[src/rtl/alu_cmd_issuer.sv]
// ALU command issuer: accepts commands, drives an external combinational
// ALU, captures its response and returns it over a valid/ready handshake.
module alu_cmd_issuer #(
  parameter int OP_WIDTH  = 4,
  parameter int RES_WIDTH = 8
) (
  input  logic                 clk,
  input  logic                 rst,
  input  logic                 cmd_valid,
  output logic                 cmd_ready,
  input  logic [OP_WIDTH-1:0]  cmd_op1,
  input  logic [OP_WIDTH-1:0]  cmd_op2,
  input  logic [2:0]           cmd_opcode,
  input  logic                 cfg_we,
  input  logic [7:0]           cfg_corr,
`ifdef TAINT
  input  logic                 cmd_op1_t,
  input  logic                 cmd_op2_t,
  input  logic                 cmd_opcode_t,
  input  logic                 cfg_corr_t,
  output logic                 alu_op1_t,
  output logic                 alu_op2_t,
  output logic                 alu_opcode_t,
  output logic                 alu_ops_correlated_t,
  input  logic                 alu_result_t,
  input  logic                 alu_exception_t,
  output logic                 rsp_result_t,
  output logic                 rsp_exception_t,
`endif
  output logic [OP_WIDTH-1:0]  alu_op1,
  output logic [OP_WIDTH-1:0]  alu_op2,
  output logic [2:0]           alu_opcode,
  output logic [7:0]           alu_ops_correlated,
  input  logic [RES_WIDTH-1:0] alu_result,
  input  logic                 alu_exception,
  output logic                 rsp_valid,
  input  logic                 rsp_ready,
  output logic [RES_WIDTH-1:0] rsp_result,
  output logic                 rsp_exception,
  output logic                 rsp_err,
  output logic [7:0]           issued_cnt,
  output logic [7:0]           exc_cnt
);

  localparam logic [1:0] S_IDLE    = 2'b00;
  localparam logic [1:0] S_ISSUE   = 2'b01;
  localparam logic [1:0] S_CAPTURE = 2'b10;
  localparam logic [1:0] S_RESP    = 2'b11;

  localparam logic [2:0] OPC_DIV = 3'b011;

  logic [1:0]           state_q, state_d;
  logic [OP_WIDTH-1:0]  op1_q, op1_d;
  logic [OP_WIDTH-1:0]  op2_q, op2_d;
  logic [2:0]           opc_q, opc_d;
  logic [7:0]           corr_q, corr_d;
  logic [RES_WIDTH-1:0] res_q, res_d;
  logic                 exc_q, exc_d;
  logic                 err_q, err_d;
  logic [7:0]           icnt_q, icnt_d;
  logic [7:0]           ecnt_q, ecnt_d;

  logic st_idle, st_issue, st_capt, st_resp;
  logic accept;

  assign st_idle  = (state_q == S_IDLE);
  assign st_issue = (state_q == S_ISSUE);
  assign st_capt  = (state_q == S_CAPTURE);
  assign st_resp  = (state_q == S_RESP);
  assign accept   = cmd_valid && st_idle;

  always_comb begin
    state_d = state_q;
    op1_d   = op1_q;
    op2_d   = op2_q;
    opc_d   = opc_q;
    corr_d  = corr_q;
    res_d   = res_q;
    exc_d   = exc_q;
    err_d   = err_q;
    icnt_d  = icnt_q;
    ecnt_d  = ecnt_q;
    if (cfg_we) corr_d = cfg_corr;
    unique case (1'b1)
      st_idle: begin
        if (accept) begin
          if (cmd_opcode == OPC_DIV) begin
            res_d   = '0;
            exc_d   = 1'b0;
            err_d   = 1'b1;
            state_d = S_RESP;
          end else begin
            op1_d   = cmd_op1;
            op2_d   = cmd_op2;
            opc_d   = cmd_opcode;
            state_d = S_ISSUE;
          end
        end
      end
      st_issue: begin
        if (icnt_q != 8'hFF) icnt_d = icnt_q + 8'd1;
        state_d = S_CAPTURE;
      end
      st_capt: begin
        res_d = alu_result;
        exc_d = alu_exception;
        err_d = 1'b0;
        if (alu_exception && ecnt_q != 8'hFF)
          ecnt_d = ecnt_q + 8'd1;
        state_d = S_RESP;
      end
      st_resp: begin
        if (rsp_ready) state_d = S_IDLE;
      end
    endcase
  end

  always_ff @(posedge clk or negedge rst) begin
    if (!rst) begin
      state_q <= S_IDLE;
      op1_q   <= '0;
      op2_q   <= '0;
      opc_q   <= '0;
      corr_q  <= '0;
      res_q   <= '0;
      exc_q   <= 1'b0;
      err_q   <= 1'b0;
      icnt_q  <= '0;
      ecnt_q  <= '0;
    end else begin
      state_q <= state_d;
      op1_q   <= op1_d;
      op2_q   <= op2_d;
      opc_q   <= opc_d;
      corr_q  <= corr_d;
      res_q   <= res_d;
      exc_q   <= exc_d;
      err_q   <= err_d;
      icnt_q  <= icnt_d;
      ecnt_q  <= ecnt_d;
    end
  end

`ifdef TAINT
  logic op1_t_q, op2_t_q, opc_t_q, corr_t_q;
  logic res_t_q, exc_t_q;
  logic op1_t_d, op2_t_d, opc_t_d, corr_t_d;
  logic res_t_d, exc_t_d;

  always_comb begin
    op1_t_d  = op1_t_q;
    op2_t_d  = op2_t_q;
    opc_t_d  = opc_t_q;
    corr_t_d = corr_t_q;
    res_t_d  = res_t_q;
    exc_t_d  = exc_t_q;
    if (cfg_we) corr_t_d = cfg_corr_t;
    if (accept && cmd_opcode != OPC_DIV) begin
      op1_t_d = cmd_op1_t;
      op2_t_d = cmd_op2_t;
      opc_t_d = cmd_opcode_t;
    end
    if (accept && cmd_opcode == OPC_DIV) begin
      res_t_d = 1'b0;
      exc_t_d = 1'b0;
    end
    if (st_capt) begin
      res_t_d = alu_result_t;
      exc_t_d = alu_exception_t;
    end
  end

  always_ff @(posedge clk or negedge rst) begin
    if (!rst) begin
      op1_t_q  <= 1'b0;
      op2_t_q  <= 1'b0;
      opc_t_q  <= 1'b0;
      corr_t_q <= 1'b0;
      res_t_q  <= 1'b0;
      exc_t_q  <= 1'b0;
    end else begin
      op1_t_q  <= op1_t_d;
      op2_t_q  <= op2_t_d;
      opc_t_q  <= opc_t_d;
      corr_t_q <= corr_t_d;
      res_t_q  <= res_t_d;
      exc_t_q  <= exc_t_d;
    end
  end

  assign alu_op1_t            = op1_t_q;
  assign alu_op2_t            = op2_t_q;
  assign alu_opcode_t         = opc_t_q;
  assign alu_ops_correlated_t = corr_t_q;
  assign rsp_result_t         = res_t_q;
  assign rsp_exception_t      = exc_t_q;
`endif

  assign cmd_ready          = st_idle;
  assign rsp_valid          = st_resp;
  assign alu_op1            = op1_q;
  assign alu_op2            = op2_q;
  assign alu_opcode         = opc_q;
  assign alu_ops_correlated = corr_q;
  assign rsp_result         = res_q;
  assign rsp_exception      = exc_q;
  assign rsp_err            = err_q;
  assign issued_cnt         = icnt_q;
  assign exc_cnt            = ecnt_q;

endmodule

[config.mk]
export PLATFORM = sky130hd
export DESIGN_NAME = alu_cmd_issuer
export DESIGN_NICKNAME = d
export VERILOG_FILES = /design/src/rtl/alu_cmd_issuer.sv
export SDC_FILE = /design/constraint.sdc
export NUM_CORES = 1
export LEC_CHECK = 0
export BUFFER_PORTS_ARGS = -buffer_cell sky130_fd_sc_hd__buf_2
export CAP_MARGIN = 20
export CORE_ASPECT_RATIO = 1.1
export CORE_UTILIZATION = 34
export DETAILED_ROUTE_END_ITERATION = 10
export PLACE_DENSITY = 0.71
export RECOVER_POWER = 50
export SETUP_SLACK_MARGIN = 0.2
export SKIP_LAST_GASP = 1
export SYNTH_ARGS = -nofsm -noshare
export SYNTH_HDL_FRONTEND = slang
export SYNTH_SLANG_ARGS = --single-unit
[constraint.sdc]
create_clock -name clk -period 2.5 [get_ports clk]
set_input_delay 0.25 -clock clk [delete_from_list [all_inputs] [get_ports clk]]
set_output_delay 0.25 -clock clk [all_outputs]
set_load 0.05 [all_outputs]
==> results.yml <==
run_status:
  run_status: "finished clean"
sta:
  fmax_achieved_ghz: 0.537
  period_needed_ns: 1.86
  timing_worst_slew_pin_value_ns: 0.869
  final_max_slew_viol_count: 0
  timing.final.crit_share_pct: 74.5
  timing.max_slew.rel_slack_pct: 42.1
  clock-skew-final_ns: 0.00572
  rsz0062_at_grt: "no"
  finalHoldViolations: 0
  setup_viol_count_final: 0
  setup_total_negative_slack_ns: 0
  whs_ns: 0.176
synthesis:
  synthesized_area_per_cell_um2: 13.0
  synthDominantCellAreaShare_pct: 56.3
  async_reset_ff_share_pct: 100
  synth.yosys.warnings: 0
  yosysTopAreaCell: "sky130_fd_sc_hd__dfrtp_1"
  synth.net_count: 200
  synthesis.area_um2: 2090
  post_synth_main_area_contributors: "sky130_fd_sc_hd__dfrtp_1, sky130_fd_sc_hd__mux2_2, sky130_fd_sc_hd__a22o_1"
  synth_cell_types: 40
  synth_seq_cells: 47
  netlist_instances: 161
  seq_area_frac_synth_pct: 56.3
  yosys_most_used_dff: "sky130_fd_sc_hd__dfrtp_1"
  synth_edf_count: 0
global_routing:
  antenna_violations_before_repair: 0
  first_global_vias: 1473
  global_route.usage.total_pct: 13.3
  overflow: 0
  grt_start_max_net_pins: 33
  grt_first_pass_wirelength_um: 6860
power_and_ir_drop:
  ir_drop_uv: 852
  total_leakage_power_uw: 0.00124
  pwr_density_cell_nw_per_um2: 1470
route:
  post_drt_via_cell_ratio: 4.98
  final_antenna_net_count: 0
  detail_route.first_pass.iterations: 4
  wl_um: 4210
  routedWlPerCell_um: 13.0
  detailroute.via_count: 1608
  drt_first_iter_violations: 20
  drc_errors: 0
die:
  start_util_pct: 35.8
  chipWidth_um: 76.7
  dieHeight_um: 84.2
  total_core_area_um2: 5840
  die_area_um2: 6460
  placement_rows: 29
  boundaryPins: 80
worst_hold_path:
  whs_path_depth: 2
  hold_class: "in -> reg"
clock_tree:
  tritoncts: "built"
  cts_root_buffer: "sky130_fd_sc_hd__clkbuf_8"
  cts.sink_count: 47
  postCtsSetupBuffers: 0
  worst_skew_pair.late_latency_ns: 0.29
  htree_levels: 2
  clockBufferDepth: 2
  cts.clk_slew.worst_paths_ns: 0.08
  numCtsBuffers: 5
worst_setup_path:
  timing.setup.critical_path_class: "in -> async"
  crit_end: "issued_cnt[7]$_DFFE_PN0P_"
  critical_path.max_fanout: 32
  r2r.worst_path.cells: 4
  worstReg2RegEnd: "alu_op2[2]$_DFFE_PN0P_"
  r2r-start: "state_q[0]$_DFFE_PN0P_"
  worst_setup_path_startpoint: "rst"
  worstSetupStartpointType: "input port"
  cp-end-kind: "asynchronous set/reset pin"
  timing.critical_path.arrival_ns: 2.19
  required_ns: 2.83
  r2r_slack_ns: 0.78
cells_and_area:
  commonest_cells_after_routing_fill_and_taps_aside: "sky130_fd_sc_hd__buf_2, sky130_fd_sc_hd__dfrtp_1, sky130_fd_sc_hd__clkbuf_1"
  area_growth_syn_to_layout_pct: 27.3
  commonest_non_fill_non_tap_cell_in_the_layout: "sky130_fd_sc_hd__buf_2"
  design.final.nets: 284
  share_of_layout_cells_above_drive_strength_1_pct: 35.4
  num_antenna_cells: 0
place:
  port_buffers: 79
  place_hpwl_um: 3160
  global_placer_s_final_weighted_congestion: 0.783
flow_run:
  max_cap_viol_count: 0
==> per-layer routing <==
layer  share of wire [%]  GRT usage, %  wire [um]
met1                  44          16.7       1840
met2                  49          22.2       2060
met3                 6.6          4.13        279
met4                0.74          3.15         31
met5                   0             0          0
==> synth_stat cells (all sizes together) (4+ instances only) <==
library cell and number:
dfrtp 47, mux2 25, a22o 9, a21oi 7, ha 6, nand2 6
inv 5, nand3 5, nand4 5, a31oi 4, and3 4, nor2 4
==> where the power goes <==
group          internal (uW)  leakage, uW  switching, uW
logic                    550     0.000589           1450
registers               1040     0.000580            225
clock network            400    0.0000654            245
total                   1990      0.00124           1920
==> worst min-delay path by stage <==
stage,slack [ns],to,start
6_report,0.18,rsp_result[7]$_DFFE_PN0P_,alu_result[7]
5_1_grt,0.16,rsp_result[1]$_DFFE_PN0P_,alu_result[1]
4_1_cts,0.16,rsp_result[3]$_DFFE_PN0P_,alu_result[3]
3_5_place_dp,0.19,exc_cnt[7]$_DFFE_PN0P_,rst
3_3_place_gp,0.18,exc_cnt[6]$_DFFE_PN0P_,rst
2_1_floorplan,-0.05,alu_op1[0]$_DFFE_PN0P_,rst
==> flip-flops by register name, summed over array words and instances, names as in the netlist <==
name and cells:
alu_op1 4, alu_op2 4, alu_ops_correlated 8, exc_cnt 8, rsp_exception 1, rsp_result 8, issued_cnt 8, state_q 2
alu_opcode 3, rsp_err 1
==> kinds of logic after synthesis <==
kind of cell / after synthesis / share of synthesized area (%)
compound gates: 31 / 11.0
xor+xnor: 3 / 1.26
fa+ha+maj: 6 / 3.59
buf+inv: 9 / 2.39
flops: 47 / 56.3
mux: 26 / 14.1
simple gates: 39 / 11.3
==> area by class of cell <==
type	instances	area (um2)
Inverter	5	18.8
Tap cell	77	96.3
Multi-Input combinational cell	105	863
Sequential cell	47	1180
Clock inverter	2	60.1
Fill cell	588	3180
Clock buffer	6	72.6
Timing Repair Buffer	81	373
==> worst max-delay path, stage by stage <==
cell	delay, ns
sky130_fd_sc_hd__dlygate4sd3_1	0.52
sky130_fd_sc_hd__clkbuf_1	0.65
sky130_fd_sc_hd__clkbuf_2	0.75
==> stage by stage <==
step	worst slack [ns]	utilization, %	power (uW)	cell area [um2]	instances
2_1_floorplan	0.607	-	2890	2090	161
3_3_place_gp	0.822	43.8	3300	2560	314
3_5_place_dp	0.779	43.8	3340	2560	314
4_1_cts	0.688	46.2	4010	2700	323
5_1_grt	0.310	45.5	4140	2660	323
6_report	0.638	45.5	3910	2660	323
==> timing repair <==
| item | CTS | global route |
|---|---|---|
| hold buffers | 1 | 0 |
| hold endpoints to repair | 15 | 0 |
| gates resized for setup | 0 | 0 |
| setup endpoints to repair | 0 | 0 |
No activity file was read; power rests on OpenSTA's default activity.
